===== src/rtl/interrupt_sequencer_if.sv =====
// Decoder/pin side of the interrupt sequencer: request inputs and the step-strobe outputs.
// The master drives requests and observes strobes; the sequencer is the slave.
interface interrupt_sequencer_if;
  logic       nmi_n;
  logic       irq_n;
  logic       i_flag;
  logic       instr_boundary;
  logic       brk_req;
  logic       seq_active;
  logic [5:0] step;
  logic       push_en;
  logic       brk_bit;
  logic [1:0] vec_sel;
  logic       set_i;
  logic       seq_done;

  modport master (
    output nmi_n, irq_n, i_flag, instr_boundary, brk_req,
    input  seq_active, step, push_en, brk_bit, vec_sel, set_i, seq_done
  );

  modport slave (
    input  nmi_n, irq_n, i_flag, instr_boundary, brk_req,
    output seq_active, step, push_en, brk_bit, vec_sel, set_i, seq_done
  );
endinterface


===== src/rtl/interrupt_sequencer.sv =====
// Seven-cycle interrupt entry sequencer for RESET/NMI/BRK/IRQ: arbitration, NMI edge latch,
// late NMI hijack of IRQ/BRK vectors, and registered one-hot step strobes for the decoder.
module interrupt_sequencer #(
  parameter int SYNC_STAGES = 2
) (
  input  logic                 clk,
  input  logic                 rst,
  interrupt_sequencer_if.slave bus
);

  typedef enum logic [2:0] {
    S_IDLE, S_T1, S_T2, S_T3, S_T4, S_T5, S_T6, S_DONE
  } state_e;

  typedef enum logic [1:0] {
    K_RESET, K_NMI, K_BRK, K_IRQ
  } kind_e;

  state_e                 state_q, state_d;
  kind_e                  kind_q, kind_d;
  logic                   rst_pend_q, rst_pend_d;
  logic                   nmi_pend_q, nmi_pend_d;
  logic [SYNC_STAGES-1:0] nmi_sync_q, nmi_sync_d;
  logic [SYNC_STAGES-1:0] irq_sync_q, irq_sync_d;
  logic                   nmi_prev_q, nmi_prev_d;

  logic                   seq_active_q, seq_active_d;
  logic [5:0]             step_q, step_d;
  logic                   push_en_q, push_en_d;
  logic                   brk_bit_q, brk_bit_d;
  logic [1:0]             vec_sel_q, vec_sel_d;
  logic                   set_i_q, set_i_d;
  logic                   seq_done_q, seq_done_d;

  logic nmi_s, irq_s, nmi_fall, irq_req, nmi_clear;

  always_comb begin
    nmi_sync_d    = nmi_sync_q;
    irq_sync_d    = irq_sync_q;
    nmi_sync_d[0] = bus.nmi_n;
    irq_sync_d[0] = bus.irq_n;
    for (int i = 1; i < SYNC_STAGES; i++) begin
      nmi_sync_d[i] = nmi_sync_q[i-1];
      irq_sync_d[i] = irq_sync_q[i-1];
    end

    nmi_s      = nmi_sync_q[SYNC_STAGES-1];
    irq_s      = irq_sync_q[SYNC_STAGES-1];
    nmi_prev_d = nmi_s;
    nmi_fall   = nmi_prev_q & ~nmi_s;
    irq_req    = ~irq_s & ~bus.i_flag;

    // A fresh edge in the same T5 that retires an NMI must not be lost: set wins.
    nmi_clear  = (state_q == S_T5) && (kind_q == K_NMI);
    nmi_pend_d = nmi_fall | (nmi_pend_q & ~nmi_clear);

    state_d    = state_q;
    kind_d     = kind_q;
    rst_pend_d = rst_pend_q;

    case (state_q)
      S_IDLE: begin
        if (rst_pend_q) begin
          state_d    = S_T1;
          kind_d     = K_RESET;
          rst_pend_d = 1'b0;
        end else if (bus.instr_boundary && (nmi_pend_q || bus.brk_req || irq_req)) begin
          state_d = S_T1;
          if (nmi_pend_q)       kind_d = K_NMI;
          else if (bus.brk_req) kind_d = K_BRK;
          else                  kind_d = K_IRQ;
        end
      end
      S_T1: state_d = S_T2;
      S_T2: state_d = S_T3;
      S_T3: state_d = S_T4;
      S_T4: begin
        state_d = S_T5;
        // An NMI that arrived before the vector fetch steals the IRQ/BRK entry.
        if (nmi_pend_q && (kind_q == K_BRK || kind_q == K_IRQ)) kind_d = K_NMI;
      end
      S_T5:    state_d = S_T6;
      S_T6:    state_d = S_DONE;
      S_DONE:  state_d = S_IDLE;
      default: state_d = S_IDLE;
    endcase

    seq_active_d = (state_d != S_IDLE) && (state_d != S_DONE);
    step_d       = 6'b000000;
    case (state_d)
      S_T1:    step_d = 6'b000001;
      S_T2:    step_d = 6'b000010;
      S_T3:    step_d = 6'b000100;
      S_T4:    step_d = 6'b001000;
      S_T5:    step_d = 6'b010000;
      S_T6:    step_d = 6'b100000;
      default: step_d = 6'b000000;
    endcase
    push_en_d = (state_d inside {S_T2, S_T3, S_T4}) && (kind_d != K_RESET);
    brk_bit_d = (state_d == S_T4) && (kind_d == K_BRK);
    vec_sel_d = 2'b00;
    if (state_d inside {S_T5, S_T6}) begin
      case (kind_d)
        K_NMI:   vec_sel_d = 2'b10;
        K_RESET: vec_sel_d = 2'b01;
        default: vec_sel_d = 2'b00;
      endcase
    end
    set_i_d    = (state_d == S_T5);
    seq_done_d = (state_d == S_DONE);
  end

  always_ff @(posedge clk) begin
    if (rst) begin
      state_q      <= S_IDLE;
      kind_q       <= K_RESET;
      rst_pend_q   <= 1'b1;
      nmi_pend_q   <= 1'b0;
      nmi_sync_q   <= '0;
      irq_sync_q   <= '0;
      nmi_prev_q   <= 1'b0;
      seq_active_q <= 1'b0;
      step_q       <= 6'b000000;
      push_en_q    <= 1'b0;
      brk_bit_q    <= 1'b0;
      vec_sel_q    <= 2'b00;
      set_i_q      <= 1'b0;
      seq_done_q   <= 1'b0;
    end else begin
      state_q      <= state_d;
      kind_q       <= kind_d;
      rst_pend_q   <= rst_pend_d;
      nmi_pend_q   <= nmi_pend_d;
      nmi_sync_q   <= nmi_sync_d;
      irq_sync_q   <= irq_sync_d;
      nmi_prev_q   <= nmi_prev_d;
      seq_active_q <= seq_active_d;
      step_q       <= step_d;
      push_en_q    <= push_en_d;
      brk_bit_q    <= brk_bit_d;
      vec_sel_q    <= vec_sel_d;
      set_i_q      <= set_i_d;
      seq_done_q   <= seq_done_d;
    end
  end

  assign bus.seq_active = seq_active_q;
  assign bus.step       = step_q;
  assign bus.push_en    = push_en_q;
  assign bus.brk_bit    = brk_bit_q;
  assign bus.vec_sel    = vec_sel_q;
  assign bus.set_i      = set_i_q;
  assign bus.seq_done   = seq_done_q;

endmodule


===== src/flat_wrapper.sv =====
// flat-port wrapper written by rule: the top's interface ports become plain ports
module interrupt_sequencer_flat 
#(
  parameter int SYNC_STAGES = 2
)
  (clk, rst, bus_nmi_n, bus_irq_n, bus_i_flag, bus_instr_boundary, bus_brk_req, bus_seq_active, bus_step, bus_push_en, bus_brk_bit, bus_vec_sel, bus_set_i, bus_seq_done);
  interrupt_sequencer_if bus_i ();
  input  logic clk;
  input  logic rst;
  input wire logic [$bits(bus_i.nmi_n)-1:0] bus_nmi_n;
  input wire logic [$bits(bus_i.irq_n)-1:0] bus_irq_n;
  input wire logic [$bits(bus_i.i_flag)-1:0] bus_i_flag;
  input wire logic [$bits(bus_i.instr_boundary)-1:0] bus_instr_boundary;
  input wire logic [$bits(bus_i.brk_req)-1:0] bus_brk_req;
  output wire logic [$bits(bus_i.seq_active)-1:0] bus_seq_active;
  output wire logic [$bits(bus_i.step)-1:0] bus_step;
  output wire logic [$bits(bus_i.push_en)-1:0] bus_push_en;
  output wire logic [$bits(bus_i.brk_bit)-1:0] bus_brk_bit;
  output wire logic [$bits(bus_i.vec_sel)-1:0] bus_vec_sel;
  output wire logic [$bits(bus_i.set_i)-1:0] bus_set_i;
  output wire logic [$bits(bus_i.seq_done)-1:0] bus_seq_done;
  assign bus_i.nmi_n = bus_nmi_n;
  assign bus_i.irq_n = bus_irq_n;
  assign bus_i.i_flag = bus_i_flag;
  assign bus_i.instr_boundary = bus_instr_boundary;
  assign bus_i.brk_req = bus_brk_req;
  assign bus_seq_active = bus_i.seq_active;
  assign bus_step = bus_i.step;
  assign bus_push_en = bus_i.push_en;
  assign bus_brk_bit = bus_i.brk_bit;
  assign bus_vec_sel = bus_i.vec_sel;
  assign bus_set_i = bus_i.set_i;
  assign bus_seq_done = bus_i.seq_done;
  interrupt_sequencer #(.SYNC_STAGES(SYNC_STAGES)) u_core (.clk(clk), .rst(rst), .bus(bus_i));
endmodule

===== config.mk =====
export PLATFORM = sky130hd
export DESIGN_NAME = interrupt_sequencer_flat
export DESIGN_NICKNAME = d
export VERILOG_FILES = /design/src/rtl/interrupt_sequencer_if.sv /design/src/rtl/interrupt_sequencer.sv /design/src/flat_wrapper.sv
export SDC_FILE = /design/constraint.sdc
export NUM_CORES = 1
export LEC_CHECK = 0
export ABC_CLOCK_PERIOD_IN_PS = 3200
export BUFFER_PORTS_ARGS = -buffer_cell sky130_fd_sc_hd__buf_2
export CORE_MARGIN = 2
export CORE_UTILIZATION = 35
export CTS_CLUSTER_DIAMETER = 150
export DETAILED_ROUTE_END_ITERATION = 8
export PLACE_DENSITY_LB_ADDON = 0.12
export REMOVE_ABC_BUFFERS = 1
export SYNTH_ARGS = -nofsm -noshare
export SYNTH_HDL_FRONTEND = slang
export SYNTH_SLANG_ARGS = --single-unit

===== constraint.sdc =====
create_clock -name clk -period 3.2 [get_ports clk]
set_input_delay 0.8 -clock clk [delete_from_list [all_inputs] [get_ports clk]]
set_output_delay 0.8 -clock clk [all_outputs]
set_load 0.02 [all_outputs]

==> results.py <==
metrics = {
    "yosys": {
        "ys_seq_area_share_pct": 55.9,
        "synth_compound_area_share_pct": 12.0,
        "synth_top_family_by_area": "simple AND/OR/NAND/NOR gates",
        "yosysWarnings": 0,
        "synth_area_um2": 896,
        "syn-mean-instance-area_um2": 10.5,
        "synthCells": 85,
        "synthMuxAreaShare_pct": 0,
        "synth-simple-area-share_pct": 25.6,
        "synth_cell_types": 29,
        "yosys.area_share.xor_xnor_pct": 1.96,
        "synthAdderAreaFrac_pct": 0,
        "ys_ff_latch": 25,
    },
    "power": {
        "vdd_drop_max_uv": 237,
        "p_per_area_mw_per_mm2": 565,
        "finalPower_uw": 573,
        "leakage_nw": 0.422,
    },
    "sta": {
        "clock.fmax_ghz": 0.623,
        "hold_viol": 0,
        "setup_viol": 0,
        "drv_slew": 0,
        "max_slew_margin_pct": 53.4,
        "rsz0062_at_grt": "false",
        "fin_crit_ns": 1.60,
        "tns_ns": 0,
        "skew_ns": 0.00611,
        "worst_slew_pin_slew_ns": 0.699,
        "finalCritPeriodShare_pct": 50.1,
    },
    "final_layout": {
        "nets": 110,
        "drive_gt1_share_pct": 23.5,
        "syn_to_final_growth_pct": 13.3,
        "n_antenna_cell": 0,
        "multi_input_area_um2": 354,
        "seqCellArea_um2": 500,
        "fillCellCount": 251,
        "final_core_util_pct": 41.3,
    },
    "worst_hold_path": {
        "worstHoldPathCells": 1,
        "hold_path.class": "reg -> reg",
    },
    "setup_path": {
        "critPathMaxFanout": 1,
        "endpoint_kind": "output pin",
        "cp.buffers_inverters": 1,
        "cp_slowest_cell": "dfxtp_1",
        "cp.required_ns": 2.40,
        "path_cells": "buf_2",
        "cpPeakStageDelay_ns": 0.34,
        "critPathLaunchType": "register",
        "worstPathArrival_ns": 0.80,
        "worst_r2r_path_depth": 4,
        "critPathKind": "reg -> out",
        "reg2reg_slack_ns": 1.66,
        "cp.depth": 1,
        "critPathTopFamily": "flip-flops",
    },
    "clock_network": {
        "cts_buffers": 3,
        "cts_hold_buf": 0,
        "clock-sinks": 25,
        "cts_root_buffer": "clkbuf_4",
        "clockBufferDepth": 2,
        "cts_tree": "built",
        "postCtsSetupRepairBufs": 0,
        "clk_latency_ns": 0.31,
        "htreeDepth": 1,
        "clk_pin_slew_ns": 0.13,
        "post_cts_resized": 0,
    },
    "drt": {
        "route.detailed.drc": 0,
        "wl_um": 1580,
        "route.detailed.wl_per_inst_um": 11.9,
        "drt_first_iter_violations": 8,
        "firstDrtPassIters": 3,
        "ant_nets": 0,
        "num_vias": 648,
        "viasPerCell": 4.91,
    },
    "global_route": {
        "grt_pass1_wl_um": 2600,
        "antenna_found_initial": 0,
        "gr-total-overflow": 0,
        "track_usage_pct": 12.2,
        "grt_start_max_net_pins": 19,
        "grt_pass1_vias": 583,
    },
    "floorplanning": {
        "fp.coreArea_mm2": 0.00245,
        "die_area_mm2": 0.00298,
        "die_h_um": 54.6,
        "die_x_um": 54.6,
        "ioPinCount": 20,
        "rows": 18,
        "initial_core_util_pct": 36.5,
    },
    "place": {
        "gp_congestion": 0.718,
        "dpl.hpwl_um": 1060,
        "placement.io_buffers": 19,
    },
    "status": {
        "status": "completed",
    },
    "flow_run": {
        "maxCapViolCount": 0,
    },
}
## stage by stage
stage	instances	setup slack, ns	hold WS [ns]	instance area (um2)
6_report	132	1.60	0.457	1010
5_1_grt	132	1.50	0.468	1010
4_1_cts	132	1.58	0.459	1010
3_5_place_dp	128	1.49	0.427	987
3_3_place_gp	128	1.50	0.425	987
2_1_floorplan	79	1.74	0.414	855
## worst paths after layout
| path | to | start |
|---|---|---|
| min reg2reg | u_core.nmi_sync_q[1] | u_core.nmi_sync_q[0] |
| max reg2reg | u_core.kind_q[0] | u_core.state_q[0] |
| min | u_core.nmi_sync_q[1] | u_core.nmi_sync_q[0] |
| max | bus_step[0] | u_core.bus.step[0] |
## Yosys cell counts (all sizes together)
cell type  instances  share of area [%]
a221oi             1               0.98
nor4bb             1                1.1
clkbuf             1               0.42
o22ai              2                1.4
and3               1               0.70
nand2b             4                2.8
a211oi             2                1.7
a21oi              1               0.56
nor3b              2                1.7
buf                5                4.2
and2               2                1.4
o32ai              1               0.98
dfxtp             25                 56
nor4               2                3.1
o21ai              4                2.2
nor4b              1               0.98
xnor2              1               0.98
or2                1               0.70
nand4b             1               0.98
xor2               1               0.98
nor3               2                1.1
nor2b              9                6.3
nor2               6                2.5
nand2              3                1.3
o31ai              5                4.2
and3b              1               0.98
## placed cells by master, fill, tap and decap left out
master,count
nor2_1,6
nor4_1,1
or2_1,1
o32ai_1,1
o21ai_0,2
clkbuf_4,3
o21ai_1,2
and3b_1,1
o22ai_1,2
clkinv_2,1
a211oi_1,2
nor4bb_1,1
a21oi_1,1
dfxtp_1,25
and3_1,1
nand2b_1,4
and2_1,2
o31ai_1,5
xnor2_1,1
nor4b_1,1
buf_2,19
nor2b_1,9
nor3_1,2
nor3b_1,2
xor2_1,1
nand2_1,3
nor4_4,1
nand4b_1,1
a221oi_1,1
## routing by layer
layer	part of all wire, %	track usage [%]	up-vias
met3	5.5	2.46	2
met1	49	17.1	298
met2	44	17.7	17
met4	0.83	6.25	0
met5	0	0	-
li1	-	-	331
## layout make-up
type	count	share of cell area, %
timing repair buffer	19	9.37
multi-input combinational	54	34.9
clock buffer	3	2.22
sequential	25	49.3
clock inverter	1	0.493
tap	30	3.70
## sequential cells by signal (all words and copies together), names as in the netlist, 2 cells and up
name,flops
u_core.bus.vec_sel,2
u_core.kind_q,2
u_core.irq_sync_q,2
u_core.nmi_sync_q,2
u_core.bus.step,6
u_core.state_q,3
## logic make-up after synthesis
logic type | Yosys count
simple gates | 36
flops | 25
compound gates | 16
buf+inv | 6
xor+xnor | 2
## where the power goes
group	internal [mW]	switching, mW	leakage, nW	total [mW]
registers	0.332	0.0351	0.204	0.367
logic	0.0346	0.0365	0.200	0.0711
clock network	0.0467	0.0888	0.0177	0.135
total	0.413	0.160	0.422	0.573
No activity file was read; power rests on OpenSTA's default activity.
